**src/rtl/pipe_stage_skid.sv**
```systemverilog
// Pipeline-boundary register with a 2-entry skid buffer under a valid/ready handshake.
// Every output is registered, so there is no combinational path from in_* to out_* or from out_ready to in_ready.
module pipe_stage_skid #(
  parameter int unsigned       DATA_W     = 165,
  parameter logic [DATA_W-1:0] BUBBLE_VAL = {DATA_W{1'b0}},
  parameter int unsigned       CNT_W      = 16
) (
  input  logic              clk,
  input  logic              reset,
  input  logic              flush,
  input  logic              in_valid,
  output logic              in_ready,
  input  logic [DATA_W-1:0] in_data,
  output logic              out_valid,
  input  logic              out_ready,
  output logic [DATA_W-1:0] out_data,
  output logic [1:0]        occupancy,
  output logic [CNT_W-1:0]  stall_cnt
);

  typedef enum logic [1:0] {
    ST_EMPTY = 2'd0,
    ST_ONE   = 2'd1,
    ST_TWO   = 2'd2
  } state_t;

  state_t            state_r;
  state_t            state_nxt_s;
  logic [DATA_W-1:0] main_r;
  logic [DATA_W-1:0] main_nxt_s;
  logic [DATA_W-1:0] skid_r;
  logic [DATA_W-1:0] skid_nxt_s;
  logic              in_ready_r;
  logic              out_valid_r;
  logic [1:0]        occ_r;
  logic [CNT_W-1:0]  stall_cnt_r;
  logic              in_fire_s;
  logic              out_fire_s;

  function automatic logic [1:0] occ_of(input state_t st);
    case (st)
      ST_EMPTY: occ_of = 2'd0;
      ST_ONE:   occ_of = 2'd1;
      ST_TWO:   occ_of = 2'd2;
      default:  occ_of = 2'd0;
    endcase
  endfunction

  assign in_fire_s  = in_valid & in_ready_r;
  assign out_fire_s = out_valid_r & out_ready;

  // Next-state and next-payload selection; flush overrides the handshake.
  always_comb begin
    state_nxt_s = state_r;
    main_nxt_s  = main_r;
    skid_nxt_s  = skid_r;
    if (flush) begin
      state_nxt_s = ST_EMPTY;
      main_nxt_s  = BUBBLE_VAL;
      skid_nxt_s  = BUBBLE_VAL;
    end else begin
      case (state_r)
        ST_EMPTY: begin
          if (in_fire_s) begin
            main_nxt_s  = in_data;
            state_nxt_s = ST_ONE;
          end else begin
            state_nxt_s = ST_EMPTY;
          end
        end
        ST_ONE: begin
          if (in_fire_s && out_fire_s) begin
            main_nxt_s  = in_data;
            state_nxt_s = ST_ONE;
          end else if (in_fire_s) begin
            skid_nxt_s  = in_data;
            state_nxt_s = ST_TWO;
          end else if (out_fire_s) begin
            main_nxt_s  = BUBBLE_VAL;
            state_nxt_s = ST_EMPTY;
          end else begin
            state_nxt_s = ST_ONE;
          end
        end
        ST_TWO: begin
          // in_ready is low here, so only the downstream side can move.
          if (out_fire_s) begin
            main_nxt_s  = skid_r;
            state_nxt_s = ST_ONE;
          end else begin
            state_nxt_s = ST_TWO;
          end
        end
        default: begin
          state_nxt_s = ST_EMPTY;
          main_nxt_s  = BUBBLE_VAL;
          skid_nxt_s  = BUBBLE_VAL;
        end
      endcase
    end
  end

  // State, payload registers, registered handshake outputs and the saturating stall counter.
  always_ff @(posedge clk) begin
    if (reset) begin
      state_r     <= ST_EMPTY;
      main_r      <= BUBBLE_VAL;
      skid_r      <= BUBBLE_VAL;
      in_ready_r  <= 1'b1;
      out_valid_r <= 1'b0;
      occ_r       <= 2'd0;
      stall_cnt_r <= {CNT_W{1'b0}};
    end else begin
      state_r     <= state_nxt_s;
      main_r      <= main_nxt_s;
      skid_r      <= skid_nxt_s;
      in_ready_r  <= (state_nxt_s != ST_TWO);
      out_valid_r <= (state_nxt_s != ST_EMPTY);
      occ_r       <= occ_of(state_nxt_s);
      if (out_valid_r && !out_ready && (stall_cnt_r != {CNT_W{1'b1}})) begin
        stall_cnt_r <= stall_cnt_r + {{(CNT_W-1){1'b0}}, 1'b1};
      end else begin
        stall_cnt_r <= stall_cnt_r;
      end
    end
  end

  assign in_ready  = in_ready_r;
  assign out_valid = out_valid_r;
  assign out_data  = main_r;
  assign occupancy = occ_r;
  assign stall_cnt = stall_cnt_r;

endmodule

```
**config.mk**
```make
export PLATFORM = sky130hd
export DESIGN_NAME = pipe_stage_skid
export DESIGN_NICKNAME = d
export VERILOG_FILES = /design/src/rtl/pipe_stage_skid.sv
export SDC_FILE = /design/constraint.sdc
export NUM_CORES = 1
export LEC_CHECK = 0
export CORE_UTILIZATION = 53
export DETAILED_ROUTE_END_ITERATION = 7
export PLACE_DENSITY = 0.86
export SETUP_SLACK_MARGIN = 0.4
export SYNTH_ARGS = -nofsm -noshare
export SYNTH_HDL_FRONTEND = slang
export SYNTH_SLANG_ARGS = --single-unit
```
**constraint.sdc**
```tcl
create_clock -name clk -period 3.5 [get_ports clk]
set_clock_uncertainty 0.05 [all_clocks]
set_input_delay 0.7 -clock clk [delete_from_list [all_inputs] [get_ports clk]]
set_output_delay 0.7 -clock clk [all_outputs]
set_load 0.02 [all_outputs]
```
Word-level counts from Yosys, hierarchy flattened
Cells that the tools add are included.
{"block": "classes", "n_shift": 0, "add_sub_neg": 1, "order_cmp": 0, "reduce_logical": 10, "bitwise_logic": 3, "div_mod_pow": 0, "muxes": 16, "eq_ne": 12, "n_mul": 0}
{"cell": "$mux 165", "n": 6}
{"cell": "$pmux 165 s3", "n": 1}
{"cell": "$pmux 165 s2", "n": 1}
{"cell": "$add 16x1->16 const B", "n": 1}
{"cell": "$ne 16x16->1 const B", "n": 1}
{"cell": "$ne 2x2->1 const B", "n": 5}
{"cell": "$mux 2", "n": 4}
{"cell": "$ne 3x3->1 const B", "n": 2}
{"cell": "$pmux 2 s3", "n": 1}
{"cell": "$eq 2x1->1 const B", "n": 2}
{"cell": "$eq 2x2->1 const B", "n": 2}
{"cell": "$pmux 2 s2", "n": 1}
{"cell": "$reduce_and 4->1", "n": 1}
{"cell": "$reduce_or 2->1", "n": 2}
{"cell": "$logic_and 1x1->1", "n": 3}
{"cell": "$reduce_and 3->1", "n": 1}
{"cell": "$and 1x1->1", "n": 2}
{"cell": "$logic_not 2->1", "n": 1}
{"cell": "$mux 1", "n": 2}
{"cell": "$reduce_bool 2->1", "n": 1}
{"cell": "$logic_not 1->1", "n": 1}
{"cell": "$not 1->1", "n": 1}
{"block": "totals", "wordCells": 49, "out_inout_bits": 185, "mem_bits_rw": 0, "regBits": 352, "romBits": 0, "n_memories": 0, "in_bits": 170, "latchBits": 0}

Logic depth before layout (Yosys ltp)
{"block": "depth", "word_depth": 8, "mapped_depth": 8, "mapped_depth_nobuf": 5}

Least setup slack after synthesis
OpenSTA, ideal clock, no wires.
{"block": "synth_path", "kind": "input port to flip-flop", "from": "in flush", "to": "reg main_r[132], in the netlist out_data[132]", "path_buffers": 3, "setup_slack_ps": 1373, "path_stages": 6, "arrival_time_ps": 2018, "required_time_ps": 3391, "setup_time_ps": 59, "cell_sequence": "or2_2 clkbuf_1 nor3_1 buf_2 clkbuf_1 a221o_1"}
{"block": "synth_between", "elab_chain_cells": 1}
{"element": "from (decl)", "line": "10", "text": "input logic flush,"}
{"element": "$reduce_or 2->1 (no line)"}
{"element": "to (signal assigned)", "line": "115", "text": "main_r <= main_nxt_s;"}
{"element": "to (decl)", "line": "29", "text": "logic [DATA_W-1:0] main_r;"}
Every way passes these cells.
A chain may end at the register's enable or synchronous reset.

Worst setup path in the final report
{"block": "layout_path", "from": "in in_valid", "to": "reg main_r[113], in the netlist out_data[113]"}
{"block": "layout_between", "elab_chain_cells": 4, "elab_cells_between_ends": 8, "classes_between": "eq/ne: 3; mux: 2; bitwise: 1; reduce/logical: 2"}
{"element": "from (decl)", "line": "11", "text": "input logic in_valid,"}
{"element": "$and 1x1->1 (*)", "line": "49", "text": "assign in_fire_s = in_valid & in_ready_r;"}
{"element": "$logic_and 1x1->1", "line": "72", "text": "if (in_fire_s && out_fire_s) begin"}
{"element": "$ne 3x3->1 (no line) or $mux 165 (tied branches)"}
{"element": "$reduce_and 4->1 (no line) or $pmux 165 s3 (tied branches)"}
Mark *: on every way between the ends. The rest lies on a longest branch, timed or not.

==> summary.md <==
| Metric | Value |
|---|---|
| Sink Count | 352 |
| Worst-Margin Slew | 1.01 ns |
| Critical path arrival | 2.84 ns |
| #FFs+latches synth | 352 |
| Place WS | 0.584 ns |
| Maximum clock rate | 407 MHz |
| Placed Cells | 2033 |
| Clk pwr share | 41.6% |
| FP Rows | 58 |
| Number of synthesized flops with an enable pin | 0 |
| Initial drt markers | 1090 |
| Hold WS | 0.410 ns |
| Die Ht | 163 um |
| Nets | 1913 |
| DRC | 0 |
| CTS tree | yes |
| Adder-cell share of the synthesized area | 0.0906% |
| Yosys warning count | 0 |
| Worst-Skew Late Latency | 0.50 ns |
| PD cells | 468 nW/um^2 |
| Run status | complete, no violations |
| Number of global-route vias before repair | 12378 |
| Post-Synth XOR/XNOR Area | 0.0634% |
| Maximum Capacitance Violations | 0 |
| Syn Inst Count | 1474 |
| IO Port Bufs | 354 |
| Endpoint type of the worst setup path | register |
| Global-route wire length before repair | 63.7 mm |
| Final worst setup slack | 1.04 ns |
| Critical path buffers and inverters | 2 |
| Initial Util | 54.4% |
| Crit-path max cell delay | 0.52 ns |
| GR Overflow Total | 0 |
| Lkg Pwr | 5.99 nW |
| Post-CTS Resized | 0 |
| FF-to-FF Start | state_r[1] |
| Synth Flop Type | dfxtp_1 |
| Async set-reset flop share out of synthesis | 0% |
| Routed len/inst | 19.6 um |
| Post-Synth Simple-Gate Area | 8.49% |
| Hold Fails Final Rpt | 0 |
| Share of layout cells above drive strength 1 | 4.65% |
| Vias per inst | 6.05 |
| Pre-Repair DR Iteration Count | 5 |
| Netlist cell types | 45 |
| Cell Int Power | 6.60 mW |
| Largest family of logic cells by synthesized area | compound AO/OA/AOI/OAI gates |
| Final Instance Count excl. Fillers | 2094 |
| Syn_nets | 1645 |
| Largest net degree at the start of global routing | 167 |
| Max Buffers Root-to-Sink | 3 |
| Compound-cell area share of the yosys netlist | 26.8% |
| Inserted Clock Buffers | 37 |
| Crit-path cells | clkdlybuf4s50_1, and3b_2, or3_1, a21oi_4, buf_12, a221o_1 |
| CORE AREA | 25400 sq um |
| Max-slew headroom | 32.4% |
| CP Max Fanout | 96 |
| CP top delay family | buffers and inverters |
| Syn Area/Cell | 9.37 sq um |
| Die X | 163 um |
| Endpoints failing setup | 0 |
| Worst vdd ir | 0.392 mV |
| Clock period minus worst slack | 2.46 ns |
| Worst R2R Setup Slack | 1.29 ns |
| Global placer's final weighted congestion | 0.811 |
| Combinational Power Share | 10.6% |
| Type of origin of the critical path | primary input |
| Post-route cell area | 18500 sq um |
| Drt total wl | 41.1 mm |
| Clock transition at path regs | 0.06 ns |
| # Post-CTS Setup Buffers | 0 |
| Flop pwr share | 47.9% |
| Switching share of power | 23.9% |
| Area delta synth->final | 34.3% |
| Ports | 355 |
| HP Class | register to register |
| Period utilization | 70.2% |
| Hold Startpoint | out_data[85] |
| Mux contribution to synthesized area | 9.02% |
| Die area | 26700 sq um |
| RSZ-0062 raised after global routing | false |
| Placed cell area | 17400 sq um |
| Crit. Startpoint | in_valid |
| Seq/Total Area, Yosys | 51.0% |
| Critical Path RT | 3.89 ns |
| Initial antenna violation count | 0 |
| Psw | 2.07 mW |
| Slowest stage cell, crit path | clkdlybuf4s50_1 |
| Detail Route Antenna Nets | 0 |
| # hold bufs at CTS | 0 |
| Vias | 12665 |
| Half-perimeter wire length after placement | 24.7 mm |
| # H-tree levels | 2 |
| Setup_tns | 0 ns |
| CP Class | primary input to register |
| Root Buffer | clkbuf_16 |
| Slew Limit Fails | 0 |
| Netlist Area Pre-Place | 13800 sq um |
| Total GRT Usage | 29.5% |
logic make-up (layout without fill, tap and decap cells):
group,after synthesis,count (layout)
AO/OA/AOI/OAI,569,569
flip-flops,352,352
AND/OR/NAND/NOR,281,281
buffers and inverters,146,435
multiplexers,124,124
adder cells (fa/ha/maj),1,1
XOR/XNOR,1,1
other,0,1
layout by cell type (no fill, tap or decap), drive strengths merged, types with 48 or more instances in the layout:
master,n
mux2i,120
a221o,48
clkdlybuf4s50,354
o2bb2ai,117
a22oi,48
o21ai,168
clkbuf,53
nor2,63
dfxtp,352
nand2,173
a21oi,172
cells in the mapped netlist, types with 2 or more instances:
cell / count / area [sq um]
nand4_1: 3 / 18.8
mux2i_1: 120 / 1200
buf_4: 17 / 128
nor2_1: 63 / 236
a21oi_1: 171 / 856
buf_1: 11 / 41.3
and4_1: 2 / 17.5
a22oi_1: 48 / 360
o2bb2ai_1: 117 / 1020
nand2b_1: 2 / 12.5
o21ai_0: 167 / 836
dfxtp_1: 352 / 7050
or3_1: 5 / 31.3
and3b_1: 2 / 17.5
nand3_1: 6 / 30.0
clkbuf_1: 103 / 387
a31oi_1: 3 / 18.8
nand2_1: 173 / 649
mux2_2: 4 / 45.0
inv_1: 3 / 11.3
nor3_1: 5 / 25.0
nor2b_1: 5 / 31.3
and2_1: 3 / 18.8
a221o_1: 48 / 480
buf_2: 11 / 55.1
a211oi_1: 4 / 30.0
and3_1: 5 / 31.3
nor4_1: 2 / 12.5
o21a_1: 3 / 22.5
per-stage QoR:
step | power, mW | util (%)
final | 8.68 | 73.0
after global placement | 5.13 | 68.7
after floorplan | 4.65 | -
after global routing | 8.95 | 73.0
after detailed placement | 5.15 | 68.7
after CTS | 8.72 | 73.0
flip-flops by register name, summed over array words and instances (netlist names):
| register | flops |
|---|---|
| skid_r | 165 |
| in_ready | 1 |
| state_r | 2 |
| occupancy | 2 |
| stall_cnt | 16 |
| out_data | 165 |
| out_valid | 1 |
power by group through the flow:
stage	sequential (mW)	clock (mW)	combinational [mW]
floorplan	4.32	0	0.335
CTS	4.15	3.66	0.913
finish	4.15	3.61	0.916
detailed placement	4.24	0	0.908
global placement	4.24	0	0.895
global route	4.16	3.82	0.971
cell type report:
class	instances	area (sq um)
Inverter	4	17.5
Sequential cell	352	7050
Clock buffer	53	1060
Timing Repair Buffer	371	3780
Multi-Input combinational cell	976	6180
Tap cell	330	413
Fill cell	1811	6850
Clock inverter	7	40.0
Antenna cell	1	2.50
path summary, 6_finish.rpt:
path | to | cells after the start
min reg2reg | out_data[85] | 1
max reg2reg | out_data[113] | 5
min | out_data[85] | 1
max | out_data[113] | 6
per-layer routing:
metal  track usage (%)  vias to the layer above  share of wire (%)
met5                 0                        -                  0
met3              8.81                      122                9.2
li1                  -                     5904                  -
met1              34.7                     6117                 39
met4              13.5                        0                4.3
met2              49.1                      522                 47
Note: power is estimated with default switching activity, not from simulation.
